===== config.mk =====
export PLATFORM = sky130hd
export DESIGN_NAME = flu_wb_arbiter_flat
export DESIGN_NICKNAME = d
export VERILOG_FILES = /design/src/rtl/flu_wb_arbiter_pkg.sv /design/src/rtl/flu_wb_arbiter_if.sv /design/src/rtl/flu_wb_arbiter_fifo.sv /design/src/rtl/flu_wb_arbiter.sv /design/src/flat_wrapper.sv
export SDC_FILE = /design/constraint.sdc
export NUM_CORES = 2
export LEC_CHECK = 0
export CAP_MARGIN = 20
export CORE_MARGIN = 5
export CORE_UTILIZATION = 51
export DETAILED_ROUTE_END_ITERATION = 8
export GPL_ROUTABILITY_DRIVEN = 0
export PLACE_DENSITY = 0.76
export SLEW_MARGIN = 5
export SYNTH_ARGS = -nofsm -noshare
export SYNTH_HDL_FRONTEND = slang
export SYNTH_HIERARCHICAL = 1
export SYNTH_SLANG_ARGS = --single-unit
export TNS_END_PERCENT = 100

===== constraint.sdc =====
create_clock -name clk_i -period 3.5 [get_ports clk_i]
set_input_delay 0.7 -clock clk_i [delete_from_list [all_inputs] [get_ports clk_i]]
set_output_delay 0.7 -clock clk_i [all_outputs]
set_load 0.01 [all_outputs]

===== src/rtl/flu_wb_arbiter_pkg.sv =====
// flu_wb_arbiter_pkg: shared types, default widths and index helper for the write-back arbiter
package flu_wb_arbiter_pkg;
    localparam int unsigned XLEN          = 64;
    localparam int unsigned TRANS_ID_BITS = 3;
    localparam int unsigned NR_WB_PORTS   = 4;
    typedef struct packed {
        logic [XLEN-1:0] cause;
        logic [XLEN-1:0] tval;
        logic            valid;
    } exception_t;
    function automatic int unsigned wrap_idx(int unsigned base, int unsigned off, int unsigned n);
        return (base + off) % n;
    endfunction
endpackage


===== src/rtl/flu_wb_arbiter_if.sv =====
// flu_wb_arbiter_if: producer channels plus the single scoreboard write-back port
interface flu_wb_arbiter_if
    import flu_wb_arbiter_pkg::*;
#(
    parameter int unsigned NrChannels  = NR_WB_PORTS,
    parameter int unsigned DataWidth   = XLEN,
    parameter int unsigned TransIdBits = TRANS_ID_BITS
);
    logic                                   flush_i;
    logic [NrChannels-1:0]                  ch_valid_i;
    logic [NrChannels-1:0]                  ch_ready_o;
    logic [NrChannels-1:0][DataWidth-1:0]   ch_result_i;
    logic [NrChannels-1:0][TransIdBits-1:0] ch_trans_id_i;
    exception_t [NrChannels-1:0]            ch_ex_i;
    logic                                   wb_valid_o;
    logic                                   wb_ready_i;
    logic [DataWidth-1:0]                   wb_result_o;
    logic [TransIdBits-1:0]                 wb_trans_id_o;
    exception_t                             wb_ex_o;
    logic [NrChannels-1:0]                  wb_grant_o;
    modport master (
        output flush_i, ch_valid_i, ch_result_i, ch_trans_id_i, ch_ex_i, wb_ready_i,
        input  ch_ready_o, wb_valid_o, wb_result_o, wb_trans_id_o, wb_ex_o, wb_grant_o
    );
    modport slave (
        input  flush_i, ch_valid_i, ch_result_i, ch_trans_id_i, ch_ex_i, wb_ready_i,
        output ch_ready_o, wb_valid_o, wb_result_o, wb_trans_id_o, wb_ex_o, wb_grant_o
    );
endinterface


===== src/rtl/flu_wb_arbiter_fifo.sv =====
// flu_wb_arbiter_fifo: fall-through FIFO; when empty, data_i appears on data_o and a same-cycle pop skips storage
module flu_wb_arbiter_fifo #(
    parameter int unsigned Depth = 2,
    parameter int unsigned Width = 1
) (
    input  logic             clk_i,
    input  logic             rst_ni,
    input  logic             flush_i,
    input  logic             push_i,
    input  logic             pop_i,
    input  logic [Width-1:0] data_i,
    output logic [Width-1:0] data_o,
    output logic             empty_o,
    output logic             full_o
);
    localparam int unsigned AW = $clog2(Depth);
    localparam int unsigned CW = AW + 1;
    logic [Depth-1:0][Width-1:0] mem_d, mem_q;
    logic [AW-1:0]               wr_ptr_d, wr_ptr_q, rd_ptr_d, rd_ptr_q;
    logic [CW-1:0]               cnt_d, cnt_q;
    logic                        store, read;
    assign empty_o = cnt_q == '0;
    assign full_o  = cnt_q == CW'(Depth);
    assign data_o  = empty_o ? data_i : mem_q[rd_ptr_q];
    assign store   = push_i & ~(empty_o & pop_i);
    assign read    = pop_i & ~empty_o;
    always_comb begin
        mem_d = mem_q;
        if (store) mem_d[wr_ptr_q] = data_i;
        wr_ptr_d = flush_i ? '0 : wr_ptr_q + AW'(store);
        rd_ptr_d = flush_i ? '0 : rd_ptr_q + AW'(read);
        cnt_d    = flush_i ? '0 : cnt_q + CW'(store) - CW'(read);
    end
    always_ff @(posedge clk_i or negedge rst_ni) begin
        if (!rst_ni) begin
            mem_q    <= '0;
            wr_ptr_q <= '0;
            rd_ptr_q <= '0;
            cnt_q    <= '0;
        end else begin
            mem_q    <= mem_d;
            wr_ptr_q <= wr_ptr_d;
            rd_ptr_q <= rd_ptr_d;
            cnt_q    <= cnt_d;
        end
    end
endmodule


===== src/rtl/flu_wb_arbiter.sv =====
// flu_wb_arbiter: merges per-channel fall-through FIFOs onto one write-back port (round-robin or fixed priority)
module flu_wb_arbiter
    import flu_wb_arbiter_pkg::*;
#(
    parameter int unsigned NrChannels  = NR_WB_PORTS,
    parameter int unsigned Depth       = 2,
    parameter int unsigned DataWidth   = XLEN,
    parameter int unsigned TransIdBits = TRANS_ID_BITS,
    parameter bit          FixedPrio   = 1'b0
) (
    input logic             clk_i,
    input logic             rst_ni,
    flu_wb_arbiter_if.slave bus
);
    localparam int unsigned IW = $clog2(NrChannels);
    typedef struct packed {
        logic [DataWidth-1:0]   result;
        logic [TransIdBits-1:0] trans_id;
        exception_t             ex;
    } entry_t;
    logic [NrChannels-1:0] push, pop, empty, full, req, grant;
    entry_t [NrChannels-1:0] head;
    entry_t                  wb;
    logic [IW-1:0]           rr_d, rr_q, gnt_idx, idx;
    logic                    hs;
    for (genvar i = 0; i < NrChannels; i++) begin : g_ch
        // Reset also masks the bypass path so outputs idle while rst_ni is low
        assign push[i] = bus.ch_valid_i[i] & ~full[i] & ~bus.flush_i & rst_ni;
        assign req[i]  = (~empty[i] | push[i]) & ~bus.flush_i & rst_ni;
        assign pop[i]  = grant[i] & bus.wb_ready_i;
        flu_wb_arbiter_fifo #(.Depth(Depth), .Width($bits(entry_t))) u_fifo (
            .clk_i,
            .rst_ni,
            .flush_i(bus.flush_i),
            .push_i (push[i]),
            .pop_i  (pop[i]),
            .data_i ({bus.ch_result_i[i], bus.ch_trans_id_i[i], bus.ch_ex_i[i]}),
            .data_o (head[i]),
            .empty_o(empty[i]),
            .full_o (full[i])
        );
    end
    always_comb begin
        gnt_idx = '0;
        idx     = '0;
        for (int k = NrChannels - 1; k >= 0; k--) begin
            idx = IW'(wrap_idx(FixedPrio ? 0 : 32'(rr_q), k, NrChannels));
            if (req[idx]) gnt_idx = idx;
        end
        hs    = |req & bus.wb_ready_i;
        grant = |req ? NrChannels'(1) << gnt_idx : '0;
        wb    = |req ? head[gnt_idx] : '0;
        rr_d  = bus.flush_i ? '0 : hs ? IW'(wrap_idx(32'(gnt_idx), 1, NrChannels)) : rr_q;
    end
    always_ff @(posedge clk_i or negedge rst_ni) begin
        if (!rst_ni) rr_q <= '0;
        else rr_q <= rr_d;
    end
    assign bus.ch_ready_o    = ~full;
    assign bus.wb_valid_o    = |req;
    assign bus.wb_grant_o    = grant;
    assign bus.wb_result_o   = wb.result;
    assign bus.wb_trans_id_o = wb.trans_id;
    assign bus.wb_ex_o       = wb.ex;
endmodule

===== src/flat_wrapper.sv =====
// flat-port wrapper written by rule: the top's interface ports become plain ports
module flu_wb_arbiter_flat import flu_wb_arbiter_pkg::*;
#(
    parameter int unsigned NrChannels  = NR_WB_PORTS,
    parameter int unsigned Depth       = 2,
    parameter int unsigned DataWidth   = XLEN,
    parameter int unsigned TransIdBits = TRANS_ID_BITS,
    parameter bit          FixedPrio   = 1'b0
)
  (clk_i, rst_ni, bus_flush_i, bus_ch_valid_i, bus_ch_result_i, bus_ch_trans_id_i, bus_ch_ex_i, bus_wb_ready_i, bus_ch_ready_o, bus_wb_valid_o, bus_wb_result_o, bus_wb_trans_id_o, bus_wb_ex_o, bus_wb_grant_o);
  flu_wb_arbiter_if #(.NrChannels(NrChannels), .DataWidth(DataWidth), .TransIdBits(TransIdBits)) bus_i ();
  input logic clk_i;
  input logic rst_ni;
  input wire logic [$bits(bus_i.flush_i)-1:0] bus_flush_i;
  input wire logic [$bits(bus_i.ch_valid_i)-1:0] bus_ch_valid_i;
  input wire logic [$bits(bus_i.ch_result_i)-1:0] bus_ch_result_i;
  input wire logic [$bits(bus_i.ch_trans_id_i)-1:0] bus_ch_trans_id_i;
  input wire logic [$bits(bus_i.ch_ex_i)-1:0] bus_ch_ex_i;
  input wire logic [$bits(bus_i.wb_ready_i)-1:0] bus_wb_ready_i;
  output wire logic [$bits(bus_i.ch_ready_o)-1:0] bus_ch_ready_o;
  output wire logic [$bits(bus_i.wb_valid_o)-1:0] bus_wb_valid_o;
  output wire logic [$bits(bus_i.wb_result_o)-1:0] bus_wb_result_o;
  output wire logic [$bits(bus_i.wb_trans_id_o)-1:0] bus_wb_trans_id_o;
  output wire logic [$bits(bus_i.wb_ex_o)-1:0] bus_wb_ex_o;
  output wire logic [$bits(bus_i.wb_grant_o)-1:0] bus_wb_grant_o;
  assign bus_i.flush_i = bus_flush_i;
  assign bus_i.ch_valid_i = bus_ch_valid_i;
  assign bus_i.ch_result_i = bus_ch_result_i;
  assign bus_i.ch_trans_id_i = bus_ch_trans_id_i;
  assign bus_i.ch_ex_i = bus_ch_ex_i;
  assign bus_i.wb_ready_i = bus_wb_ready_i;
  assign bus_ch_ready_o = bus_i.ch_ready_o;
  assign bus_wb_valid_o = bus_i.wb_valid_o;
  assign bus_wb_result_o = bus_i.wb_result_o;
  assign bus_wb_trans_id_o = bus_i.wb_trans_id_o;
  assign bus_wb_ex_o = bus_i.wb_ex_o;
  assign bus_wb_grant_o = bus_i.wb_grant_o;
  flu_wb_arbiter #(.NrChannels(NrChannels), .Depth(Depth), .DataWidth(DataWidth), .TransIdBits(TransIdBits), .FixedPrio(FixedPrio)) u_core (.clk_i(clk_i), .rst_ni(rst_ni), .bus(bus_i));
endmodule

==> summary.txt <==
GRT
  – Maximum number of pins on one net before global-route repair: 189
  – Via count of the first global-routing pass: 66949
  – Global-route wire length before repair: 435000 um
  – Gr usage total: 0.328
  – Overflow after GRT: 0
  – Number of antenna violations at the first check in global routing: 209

Setup path
  – Destination of the worst register-to-register timing path: u_core/g_ch[3].u_fifo/mem_q[282]
  – CP max stage cell: sky130_fd_sc_hd__dfrtp_4
  – Worst reg-to-reg path cell count: 17
  – Nature of the critical path startpoint: flip-flop
  – Arrival @ worst endpoint: 3.62 ns
  – Required arrival time at the worst endpoint: 2.80 ns
  – Setup crit end kind: primary output
  – Critical Path Fanout Max: 6
  – Cell with the most instances on the worst path: sky130_fd_sc_hd__buf_6
  – Worst setup path class: reg2out
  – Startpoint of the most critical register-to-register path: u_core/g_ch[0].u_fifo/cnt_q[1]
  – Cells traversed along the worst timing path: nor2b_1 > nand2b_4 > a21oi_2 > a21oi_2 > o211ai_4 > buf_12 > buf_12 > buf_16 > buf_6 > buf_6 > buf_6 > mux2i_4 > o22ai_2 > buf_2
  – Worst reg2reg setup slack: -0.38 ns
  – Delay of the slowest critical-path stage: 0.48 ns

Power
  – Internal: 42.3 mW
  – Highest ir drop seen on vdd: 0.000504 V
  – Proportion of power drawn by the clock network: 0.308
  – Switching power: 18.0 mW
  – Cell Pwr Density: 547 nW/um2
  – Portion of total power attributed to sequential cells: 0.421
  – Combinational share of power: 0.271
  – P_leak: 45.7 nW
  – Switching share of power: 0.298

STA
  – Max-slew violations: 0
  – Slew of the pin with the lowest slew margin: 1.19 ns
  – Final count of hold timing violations: 0
  – Slew Limit Headroom: 0.209
  – Worst path setup slack after routing: -0.824 ns
  – Final count of negative-setup-slack endpoints: 1550
  – Peak clock frequency supported by timing: 0.231 GHz
  – Part of the cycle the worst path needs: 1.24
  – Shortest period the worst path allows: 4.32 ns
  – Setup Skew: 0.0423 ns
  – Worst hold margin: 0.147 ns
  – RSZ-0062 raised after global routing: true

Routing
  – DRC violations left: 0
  – Routed wire length per instance: 29.1 um
  – Total via count in the routed design: 65942
  – Drt via density: 6.24
  – Detailed router's first-iteration violation count: 6414
  – First-pass detailed-route iteration total: 7
  – Remaining number of nets flagged by the antenna check after routing: 0
  – Total wire length after detailed routing: 307000 um

CTS
  – Clock net sink count: 1586
  – Number of CTS-inserted buffers: 173
  – Cell chosen for the clock root: sky130_fd_sc_hd__clkbuf_16
  – Clock Tree Buf Depth: 3
  – Maximum level of the CTS H-tree: 4
  – Clock tree from TritonCTS: yes
  – Later-pin clock latency in the skew report: 0.83 ns
  – Hold_buf cts: 0
  – Clock slew at reported path FFs: 0.06 ns

Die
  – Total die area: 173000 um2
  – Total number of placement rows: 149
  – Core area: 164000 um2
  – Height of the die: 416 um
  – Starting utilization of the core area: 0.511
  – Die boundary width: 416 um
  – Top-level I/O count: 997

Run status
  – Result of the run: finished with violations
  – Violated checks: negative setup slack

Synth
  – Synth area leaders: sky130_fd_sc_hd__dfrtp_1, sky130_fd_sc_hd__mux2_2, sky130_fd_sc_hd__mux2i_1
  – Net count after synthesis: 7646
  – Main combinational cell family by area after synthesis: multiplexers
  – Synth async-reset ratio: 1.00
  – Sequential share of the synthesized area: 0.472
  – Dominant cell type by area after synthesis: sky130_fd_sc_hd__dfrtp_1
  – Number of synthesized flops with an enable pin: 0
  – Cell variety after synth: 41
  – Top post-synthesis cells by count: sky130_fd_sc_hd__dfrtp_1, sky130_fd_sc_hd__mux2_2, sky130_fd_sc_hd__mux2i_1
  – Most numerous cell in the Yosys netlist: sky130_fd_sc_hd__dfrtp_1
  – Mean cell area of the mapped netlist: 12.3 um2
  – Portion of netlist area occupied by mux cells: 0.351
  – Area fraction in compound gates after synthesis: 0.0823
  – Fraction of synthesized cell area in xor and xnor cells: 0.00107
  – Primary FF master, synth: sky130_fd_sc_hd__dfrtp_1
  – Post-synthesis instance area: 84000 um2
  – Fraction of the mapped netlist area in simple logic gates: 0.0500
  – Number of synthesis warnings: 6
  – Post-synthesis share of cell area spent on full adders, half adders and majority gates: 0.00238
  – Number of synthesized register bits: 1586
  – Gate Count Post-Synth: 6838
  – Top-area cell type share of the netlist area: 0.472

Finish
  – Layout cell share with drive strength beyond 1: 0.420
  – Storage element area: 39700 um2
  – Filler cell count: 11651
  – Number of nets in the finished design: 8881
  – Footprint of the multi-input gates: 43400 um2
  – Layout overhead on the synthesized area: 31.0%

Worst hold path
  – Worst min path class: in2async

Placement
  – Number of buffer cells added on primary ports: 996
  – Total half-perimeter wirelength after legalization and detailed placement: 201000 um
  – Worst setup slack before clock tree synthesis: -0.906 ns

Flow run
  – Max Cap Viol: 0
-- worst max-delay path, delay by kind of cell, from the launching register on --
family | cells | cell delay (ns)
multiplexers | 1 | 0.29
flip-flops | 1 | 0.48
AO/OA/AOI/OAI | 4 | 0.59
AND/OR/NAND/NOR | 2 | 0.34
buffers and inverters | 7 | 1.05
-- worst max-delay path by stage --
stage / to / slack [ns] / startpoint / cells after the start
2_1_floorplan: u_core/g_ch[2].u_fifo/mem_q[155] / 0.005 / u_core/g_ch[0].u_fifo/cnt_q[1] / 17
3_3_place_gp: bus_wb_result_o[44] / -0.93 / bus_flush_i / 11
3_5_place_dp: bus_wb_result_o[44] / -0.91 / bus_flush_i / 11
4_1_cts: bus_wb_ex_o[118] / -1.07 / u_core/g_ch[2].u_fifo/cnt_q[1] / 13
5_1_grt: bus_wb_ex_o[41] / -0.91 / u_core/g_ch[2].u_fifo/cnt_q[1] / 15
6_report: bus_wb_trans_id_o[2] / -0.82 / u_core/g_ch[2].u_fifo/cnt_q[1] / 14
-- cell usage in the layout, fill, tap and decap left out, types with 49 or more instances in the layout --
cell / synthesis / layout
sky130_fd_sc_hd__o22ai_2: 1 / 107
sky130_fd_sc_hd__nor3_1: 785 / 785
sky130_fd_sc_hd__buf_2: 341 / 144
sky130_fd_sc_hd__buf_6: 58 / 94
sky130_fd_sc_hd__diode_2: 0 / 174
sky130_fd_sc_hd__o22ai_1: 196 / 66
sky130_fd_sc_hd__mux2i_2: 0 / 78
sky130_fd_sc_hd__a21oi_1: 390 / 385
sky130_fd_sc_hd__clkdlybuf4s50_1: 0 / 795
sky130_fd_sc_hd__mux2_2: 1572 / 1572
sky130_fd_sc_hd__dfrtp_1: 1586 / 1574
sky130_fd_sc_hd__buf_12: 0 / 167
sky130_fd_sc_hd__clkbuf_1: 137 / 49
sky130_fd_sc_hd__a21oi_2: 403 / 408
sky130_fd_sc_hd__mux2i_1: 1176 / 1018
sky130_fd_sc_hd__mux2i_4: 0 / 80
sky130_fd_sc_hd__buf_4: 51 / 365
sky130_fd_sc_hd__clkbuf_16: 0 / 198
-- sequential cells by signal, summed over array words and instances, names as in the netlist --
register                     count
u_core/g_ch.u_fifo/mem_q      1568
u_core/g_ch.u_fifo/cnt_q         8
u_core/g_ch.u_fifo/rd_ptr_q      4
u_core/g_ch.u_fifo/wr_ptr_q      4
u_core/rr_q                      2
-- layer usage --
layer,GRT usage,share of wire,up-vias,wire [um]
met5,0,0.0017,-,516
met4,0.230,0.079,76,24300
met3,0.0806,0.086,997,26400
met2,0.509,0.46,3381,141000
met1,0.403,0.37,33598,115000
li1,-,-,27890,-
-- metrics by stage --
step | instances | utilization | TNS [ns] | area [um2] | power (mW)
floorplan | 6838 | - | 0 | 84300 | 34.1
global placement | 9905 | 0.602 | -1031.36 | 99000 | 39.0
detailed placement | 9905 | 0.602 | -1080.58 | 99000 | 39.9
CTS | 10289 | 0.650 | -267.98 | 107000 | 59.1
global route | 10543 | 0.669 | -516.55 | 110000 | 62.7
finish | 10573 | 0.669 | -340.75 | 110000 | 60.2
-- final cells by class --
class,count,area share
flip-flops and latches,1586,0.361
well taps,2189,0.0249
clock buffers,265,0.0467
diodes,174,0.00396
repair buffers,1676,0.163
clock inverters,47,0.00548
multi-input cells,4614,0.394
inverters,22,0.000807
-- power groups by stage --
stage,Combinational (mW),Clock (mW),Sequential [mW]
floorplan,9.34,0,24.8
global placement,13.9,0,25.1
detailed placement,14.4,0,25.5
CTS,15.1,18.8,25.2
global route,17.3,19.6,25.8
finish,16.3,18.6,25.3
-- kinds of logic after synthesis --
group | Yosys count
mux | 2748
flops | 1586
simple gates | 834
xor+xnor | 4
buf+inv | 638
compound gates | 1012
fa+ha+maj | 16
-- repair_timing --
action	CTS	global route
buffers inserted	50	112
pin swaps	42	70
resized for setup	596	754
gates cloned	24	27
endpoints found under the setup margin	1202	1725
Note: power is estimated with default switching activity, not from simulation.
